### config.mk
export PLATFORM = sky130hd
export DESIGN_NAME = cla_pipe_adder
export DESIGN_NICKNAME = d
export VERILOG_FILES = /design/src/rtl/cla_pipe_adder.sv
export SDC_FILE = /design/constraint.sdc
export NUM_CORES = 1
export LEC_CHECK = 0
export ABC_AREA = 1
export ABC_CLOCK_PERIOD_IN_PS = 1400
export CAP_MARGIN = 5
export CORE_ASPECT_RATIO = 1.75
export CORE_MARGIN = 3
export CORE_UTILIZATION = 53
export DETAILED_ROUTE_END_ITERATION = 6
export GPL_TIMING_DRIVEN = 0
export PLACE_DENSITY = 0.88
export SLEW_MARGIN = 25
export SYNTH_ARGS = -nofsm -noshare
export SYNTH_HDL_FRONTEND = slang
export SYNTH_SLANG_ARGS = --single-unit
### constraint.sdc
create_clock -name clk -period 1.4 [get_ports clk]
set_input_delay 0.21 -clock clk [delete_from_list [all_inputs] [get_ports clk]]
set_output_delay 0.21 -clock clk [all_outputs]
set_load 0.05 [all_outputs]
### src/rtl/cla_pipe_adder.sv
// Three-stage pipelined two-level carry-lookahead adder with valid/ready flow control.
// Optional subtract mode is enabled by defining CLA_PIPE_SUB_EN (adds the sub input).
module cla_pipe_adder #(
    parameter int WIDTH = 16
) (
    input  logic             clk,
    input  logic             rst,
    input  logic             in_valid,
    output logic             in_ready,
    input  logic [WIDTH-1:0] a,
    input  logic [WIDTH-1:0] b,
    input  logic             cin,
`ifdef CLA_PIPE_SUB_EN
    input  logic             sub,
`endif
    output logic             out_valid,
    input  logic             out_ready,
    output logic [WIDTH-1:0] sum,
    output logic             cout,
    output logic             ovf,
    output logic             grp_g,
    output logic             grp_p
);

    localparam int N = WIDTH / 4;

    logic [WIDTH-1:0] b_eff;
    logic             cin_eff;

`ifdef CLA_PIPE_SUB_EN
    assign b_eff   = sub ? ~b : b;
    assign cin_eff = sub | cin;
`else
    assign b_eff   = b;
    assign cin_eff = cin;
`endif

    logic             v1_q, v1_d, v2_q, v2_d, v3_q, v3_d;
    logic [WIDTH-1:0] g1_q, g1_d, p1_q, p1_d;
    logic             c01_q, c01_d;
    logic [WIDTH-1:0] p2_q, p2_d;
    logic [WIDTH:0]   c2_q, c2_d;
    logic             gg2_q, gg2_d, gp2_q, gp2_d;
    logic [WIDTH-1:0] sum_q, sum_d;
    logic             cout_q, cout_d, ovf_q, ovf_d, grp_g_q, grp_g_d, grp_p_q, grp_p_d;

    // A stage may load when its successor is empty or draining this cycle.
    logic s1_free, s2_free, s3_free;
    assign s3_free  = !v3_q || out_ready;
    assign s2_free  = !v2_q || s3_free;
    assign s1_free  = !v1_q || s2_free;
    assign in_ready = s1_free;

    logic [N-1:0]   grp_gen, grp_prop;
    logic [N:0]     grp_c, blk_c;
    logic [WIDTH:0] carry;

    assign grp_c[0] = c01_q;
    assign blk_c[0] = 1'b0;

    generate
        for (genvar gi = 0; gi < N; gi++) begin : g_group
            localparam int B = 4 * gi;
            assign grp_gen[gi]  = g1_q[B+3]
                                | (p1_q[B+3] & g1_q[B+2])
                                | (p1_q[B+3] & p1_q[B+2] & g1_q[B+1])
                                | (p1_q[B+3] & p1_q[B+2] & p1_q[B+1] & g1_q[B]);
            assign grp_prop[gi] = &p1_q[B+3:B];
            assign grp_c[gi+1]  = grp_gen[gi] | (grp_prop[gi] & grp_c[gi]);
            // blk_c is the same chain with zero carry-in: the exported block generate.
            assign blk_c[gi+1]  = grp_gen[gi] | (grp_prop[gi] & blk_c[gi]);
            assign carry[B]     = grp_c[gi];
            assign carry[B+1]   = g1_q[B] | (p1_q[B] & grp_c[gi]);
            assign carry[B+2]   = g1_q[B+1]
                                | (p1_q[B+1] & g1_q[B])
                                | (p1_q[B+1] & p1_q[B] & grp_c[gi]);
            assign carry[B+3]   = g1_q[B+2]
                                | (p1_q[B+2] & g1_q[B+1])
                                | (p1_q[B+2] & p1_q[B+1] & g1_q[B])
                                | (p1_q[B+2] & p1_q[B+1] & p1_q[B] & grp_c[gi]);
        end
    endgenerate

    assign carry[WIDTH] = grp_c[N];

    always_comb begin
        v1_d    = v1_q;
        g1_d    = g1_q;
        p1_d    = p1_q;
        c01_d   = c01_q;
        v2_d    = v2_q;
        p2_d    = p2_q;
        c2_d    = c2_q;
        gg2_d   = gg2_q;
        gp2_d   = gp2_q;
        v3_d    = v3_q;
        sum_d   = sum_q;
        cout_d  = cout_q;
        ovf_d   = ovf_q;
        grp_g_d = grp_g_q;
        grp_p_d = grp_p_q;
        if (s1_free) begin
            v1_d = in_valid;
            if (in_valid) begin
                g1_d  = a & b_eff;
                p1_d  = a ^ b_eff;
                c01_d = cin_eff;
            end
        end
        if (s2_free) begin
            v2_d = v1_q;
            if (v1_q) begin
                p2_d  = p1_q;
                c2_d  = carry;
                gg2_d = blk_c[N];
                gp2_d = &p1_q;
            end
        end
        // Result registers only change on a real load so idle outputs keep the last result.
        if (s3_free) begin
            v3_d = v2_q;
            if (v2_q) begin
                sum_d   = p2_q ^ c2_q[WIDTH-1:0];
                cout_d  = c2_q[WIDTH];
                ovf_d   = c2_q[WIDTH-1] ^ c2_q[WIDTH];
                grp_g_d = gg2_q;
                grp_p_d = gp2_q;
            end
        end
    end

    always_ff @(posedge clk) begin
        if (rst) begin
            v1_q    <= 1'b0;
            g1_q    <= '0;
            p1_q    <= '0;
            c01_q   <= 1'b0;
            v2_q    <= 1'b0;
            p2_q    <= '0;
            c2_q    <= '0;
            gg2_q   <= 1'b0;
            gp2_q   <= 1'b0;
            v3_q    <= 1'b0;
            sum_q   <= '0;
            cout_q  <= 1'b0;
            ovf_q   <= 1'b0;
            grp_g_q <= 1'b0;
            grp_p_q <= 1'b0;
        end else begin
            v1_q    <= v1_d;
            g1_q    <= g1_d;
            p1_q    <= p1_d;
            c01_q   <= c01_d;
            v2_q    <= v2_d;
            p2_q    <= p2_d;
            c2_q    <= c2_d;
            gg2_q   <= gg2_d;
            gp2_q   <= gp2_d;
            v3_q    <= v3_d;
            sum_q   <= sum_d;
            cout_q  <= cout_d;
            ovf_q   <= ovf_d;
            grp_g_q <= grp_g_d;
            grp_p_q <= grp_p_d;
        end
    end

    assign out_valid = v3_q;
    assign sum       = sum_q;
    assign cout      = cout_q;
    assign ovf       = ovf_q;
    assign grp_g     = grp_g_q;
    assign grp_p     = grp_p_q;

endmodule

Yosys cells after proc, flatten, opt, wreduce, memory -nomap -nowiden. Index checks and enable logic that the tools add are counted.

Bitwise operators: 110. Reduce and logical (&&, ||, !) cells: 14.

Operators with widths (count): $and A1 B1 Y1 (63); $or A1 B1 Y1 (43); $xor A16 B16 Y16 (2); $and A16 B16 Y16 (1); $reduce_and A16 Y1 (1); $reduce_and A4 Y1 (4); $reduce_and A2 Y1 (3); $logic_not A1 Y1 (3); $logic_or A1 B1 Y1 (3); $xor A1 B1 Y1 (1).

Word-level logic and storage cells: 139. Input bits: 37. Flip-flop bits (word level): 91. Output and inout port bits: 22.

Longest topological paths before layout.
Depth after elaboration: 11. Depth in mapped cells: 10. Gate-level depth less buffers: 10.

Least setup slack after synthesis. Ideal clock, no wire load.

Path kind: reg-to-reg. Start point: register v3_q (netlist: out_valid). End point: register p1_q[10]. Setup time: 116 ps. Stages on the path, launching flop included: 7. Data required time: 1284 ps. Clock period less this slack: 2223 ps. Path slack: -823 ps. Arrival: 2107 ps. Buffers on the path: 1. Cells stage by stage: dfxtp_1 nand4_1 nand2_1 inv_1 buf_4 nor2_1 nor2_1.

Longest elaborated chain between the ends: 5.

RTL lines: from (decl) (line 38) `logic v1_q, v1_d, v2_q, v2_d, v3_q, v3_d;`; from (signal assigned) (line 159) `v3_q <= v3_d;`; $logic_not A1 Y1 (line 49) `assign s3_free = !v3_q || out_ready;`; $logic_or A1 B1 Y1 (line 49); $logic_or A1 B1 Y1 (line 50) `assign s2_free = !v2_q || s3_free;`; $logic_or A1 B1 Y1 (line 51) `assign s1_free = !v1_q || s2_free;`; net in_ready (line 9) `output logic in_ready,`; $reduce_and A2 Y1 (no line); to (signal assigned) (line 152) `p1_q <= p1_d;`; to (decl) (line 39) `logic [WIDTH-1:0] g1_q, g1_d, p1_q, p1_d;`.

The timed path passes the listed nets, and every way through them passes these cells. A chain may end at the register's enable or synchronous reset.

Final worst setup path.
Start point: register v3_q (netlist: out_valid). End point: register p2_q[7].

Longest elaborated chain between the ends: 4.

RTL lines: $logic_not A1 Y1 (line 49); $logic_or A1 B1 Y1 (line 49); $logic_or A1 B1 Y1 (line 50); $reduce_and A2 Y1 (no line); to (signal assigned) (line 155) `p2_q <= p2_d;`; to (decl) (line 41) `logic [WIDTH-1:0] p2_q, p2_d;`.

No other way between the ends.

==> impl_metrics.py <==
metrics = {
    "clock_network": {
        "cts_inserted_buffers": 9,
        "clockBufferDepth": 2,
        "tritoncts_clock_tree": "built",
        "worst_setup_hold_path_clk_slew_ns": 0.06,
        "htree_num_levels": 3,
        "worst_skew_pair.late_latency_ns": 0.34,
        "clkSinkCount": 91,
        "clock_tree.root_cell": "sky130_fd_sc_hd__clkbuf_16",
    },
    "placement": {
        "numPortBuffers": 58,
        "dp_hpwl_um": 6790,
        "placed_area_um2": 4470,
        "placed_cells": 616,
        "place.gp.congestion": 0.905,
        "dp_slack_ns": -0.557,
    },
    "grt": {
        "grt_pass1_vias": 3330,
        "grt_start_max_net_pins": 15,
        "grt_util_met1": 0.238,
        "grt_busiest_layer": "met2",
        "grt_util_all_layers": 0.230,
        "global_route_wire_length_before_repair_um": 15100,
        "grt.met2_usage": 0.420,
        "grt-ovfl-total": 0,
        "globalRouteMet3Util": 0.0350,
        "grt_antenna_before_repair": 0,
    },
    "setup_path": {
        "worst-path-max-fanout": 10,
        "critical_path_class": "flip-flop to flip-flop",
        "end_kind": "flip-flop",
        "data_arrival_time_of_the_worst_path_ns": 1.69,
        "cp-startpoint": "out_valid",
        "critical_path.startpoint_type": "flip-flop",
        "r2r_start": "out_valid",
        "cp_data_required_time_ns": 1.66,
    },
    "yosys": {
        "ys_seq_elements": 91,
        "post_synth_instance_area_um2": 3770,
        "synthDominantCellAreaShare": 0.484,
        "yosysUniqueCellTypes": 27,
        "postSynthNetCount": 527,
        "async_flop_share": 0,
        "synth_cells": 474,
        "ys_top_cells_by_area": "sky130_fd_sc_hd__dfxtp_1, sky130_fd_sc_hd__o21ai_0, sky130_fd_sc_hd__nor2_1",
        "yosys-top-cells-count": "sky130_fd_sc_hd__dfxtp_1, sky130_fd_sc_hd__nor2_1, sky130_fd_sc_hd__o21ai_0",
        "yosysWarnings": 0,
        "yosysSeqAreaShare": 0.484,
        "synth-edff-count": 0,
        "leading_register_cell_type_out_of_synthesis": "sky130_fd_sc_hd__dfxtp_1",
        "post-synth-top-area-cell": "sky130_fd_sc_hd__dfxtp_1",
        "avgSynthCellArea_um2": 7.95,
        "synthMostInstantiatedCell": "sky130_fd_sc_hd__dfxtp_1",
    },
    "die": {
        "num_rows": 40,
        "floorplan.die_area_um2": 8200,
        "fp.dieH_um": 118,
        "floorplan.initialDensity": 0.545,
        "die-width_um": 69.7,
        "ios": 59,
        "core_region_area_um2": 6910,
    },
    "timing": {
        "final.setup.tns_ns": -0.0565,
        "final.period_utilization": 1.02,
        "layout_setup_ws_ns": -0.0307,
        "maxSlewHeadroom": 0.643,
        "worst_slew_pin_slew_ns": 0.535,
        "maxSlewViolCount": 0,
        "clock_skew_ns": 0.00509,
        "final_hold_viol_count": 0,
        "grt_setup_unrepaired": "yes",
        "clock.fmax_mhz": 699,
        "period_needed_ns": 1.43,
        "setup_violations": 2,
        "smallest_hold_slack_ns": 0.178,
    },
    "pwr": {
        "p_switching_mw": 1.54,
        "p_comb_frac": 0.132,
        "worst_supply_voltage_drop_on_vdd_v": 0.000981,
        "leakage_nw": 2.01,
        "cellPowerDensity_nw_per_um2": 1290,
        "netSwitchingFraction": 0.247,
        "p_clk_frac": 0.407,
        "internal_power_mw": 4.69,
        "share_seq_of_total_power": 0.461,
    },
    "finish": {
        "layout.area.seq_um2": 1840,
        "layout.cell_area.non_filler_um2": 4840,
        "area.growth.synth_to_final_pct": 28.5,
        "multi_input_area_um2": 1780,
        "insertedDiodeCount": 0,
        "finish.cell_count_without_fillers": 634,
        "fill_cells": 521,
        "post_route_cells_drive_above_1_share": 0.149,
        "final_nets": 598,
    },
    "run_status": {
        "violated_checks": "negative setup slack",
        "run_status": "finished, violations left",
    },
    "job": {
        "max_cap_violations": 0,
    },
    "route": {
        "detail_route.vias_per_cell": 5.61,
        "totalWireLength_um": 9860,
        "drt-initial-drc-count": 283,
        "total_iterations_of_the_first_detailed_routing_run": 5,
        "drt.antenna.violating_nets": 0,
        "drt-wirelength-per-cell_um": 15.6,
        "number_of_vias_in_the_routed_layout": 3557,
        "drt_drc_violations_left": 0,
    },
    "min_path": {
        "hold_path.class": "input port to flip-flop",
        "hold_start": "out_ready",
    },
}
-- metal layers --
| metal | share of wire | wire, um | vias to the layer above |
|---|---|---|---|
| met5 | 0 | 0 | - |
| met4 | 0.057 | 567 | 0 |
| met3 | 0.060 | 596 | 50 |
| met2 | 0.52 | 5090 | 187 |
| met1 | 0.37 | 3610 | 1610 |
| li1 | - | - | 1710 |
-- cells by family after synthesis --
kind of cell,count (synthesis),synth area share
and+or+nand+nor,161,0.175
buffers and inverters,50,0.0565
AOI/OAI and AO/OA,139,0.192
adders and majority gates,16,0.0531
xor gates and xnor gates,17,0.0395
DFF,91,0.484
-- power groups by stage --
stage          clock (mW)  sequential [mW]  combinational, mW
2_1_floorplan           0             3.00              0.398
3_3_place_gp            0             2.90              0.771
3_5_place_dp            0             2.91              0.791
4_1_cts              2.54             2.86              0.790
5_1_grt              2.63             2.89              0.895
6_report             2.54             2.87              0.822
-- worst max-delay path: stages, from the launching register on --
cell	delay (ns)
sky130_fd_sc_hd__dfxtp_4	0.35
sky130_fd_sc_hd__nand3_1	0.10
sky130_fd_sc_hd__nand2_1	0.16
sky130_fd_sc_hd__clkbuf_1	0.38
sky130_fd_sc_hd__o21ai_0	0.19
sky130_fd_sc_hd__nor2_1	0.17
-- final timing paths --
| path | to | slack [ns] | depth (start not counted) |
|---|---|---|---|
| min | out_valid | 0.18 | 4 |
| max reg2reg | p2_q[7] | -0.03 | 5 |
| min reg2reg | g1_q[14] | 0.46 | 2 |
| max | p2_q[7] | -0.03 | 5 |
-- state kept, by name, summed over array words and instances, names as in the netlist --
signal,count
out_valid,1
c01_q,1
v2_q,1
p2_q,16
v1_q,1
gp2_q,1
p1_q,16
cout,1
g1_q,16
grp_p,1
ovf,1
gg2_q,1
grp_g,1
sum,16
c2_q,17
-- area by class of cell --
class	count	area share
clock buffers	14	0.0525
multi-input cells	333	0.368
well taps	84	0.0217
flip-flops and latches	91	0.380
clock inverters	2	0.0124
repair buffers	60	0.114
plain buffers	25	0.0318
inverters	25	0.0204
-- cell usage in the layout, fill, tap and decap left out, drive strengths merged --
master / netlist / layout
a211oi: 3 / 3
a21oi: 54 / 54
a31oi: 2 / 2
buf: 14 / 12
bufinv: 0 / 2
clkbuf: 11 / 40
clkdlybuf4s15: 0 / 11
clkdlybuf4s50: 0 / 35
dfxtp: 91 / 91
dlymetal6s2s: 0 / 1
ha: 16 / 16
inv: 25 / 25
nand2: 57 / 57
nand3: 12 / 12
nand4: 1 / 1
nor2: 89 / 89
nor3: 2 / 2
o21ai: 77 / 77
o21bai: 3 / 3
xnor2: 17 / 17
-- timing repair --
item                       4_1_cts  5_1_grt
hold buffers                     0        0
resized for setup               50       54
pin swaps                        0        3
hold endpoints to repair         0        0
buffers inserted                 0        2
setup endpoints to repair       38       78
-- metrics by stage --
| step | total power [mW] | utilization |
|---|---|---|
| CTS | 6.19 | 0.692 |
| floorplan | 3.40 | - |
| global route | 6.42 | 0.701 |
| global placement | 3.68 | 0.647 |
| finish | 6.23 | 0.701 |
| detailed placement | 3.71 | 0.647 |
Note: power is estimated with default switching activity, not from simulation.
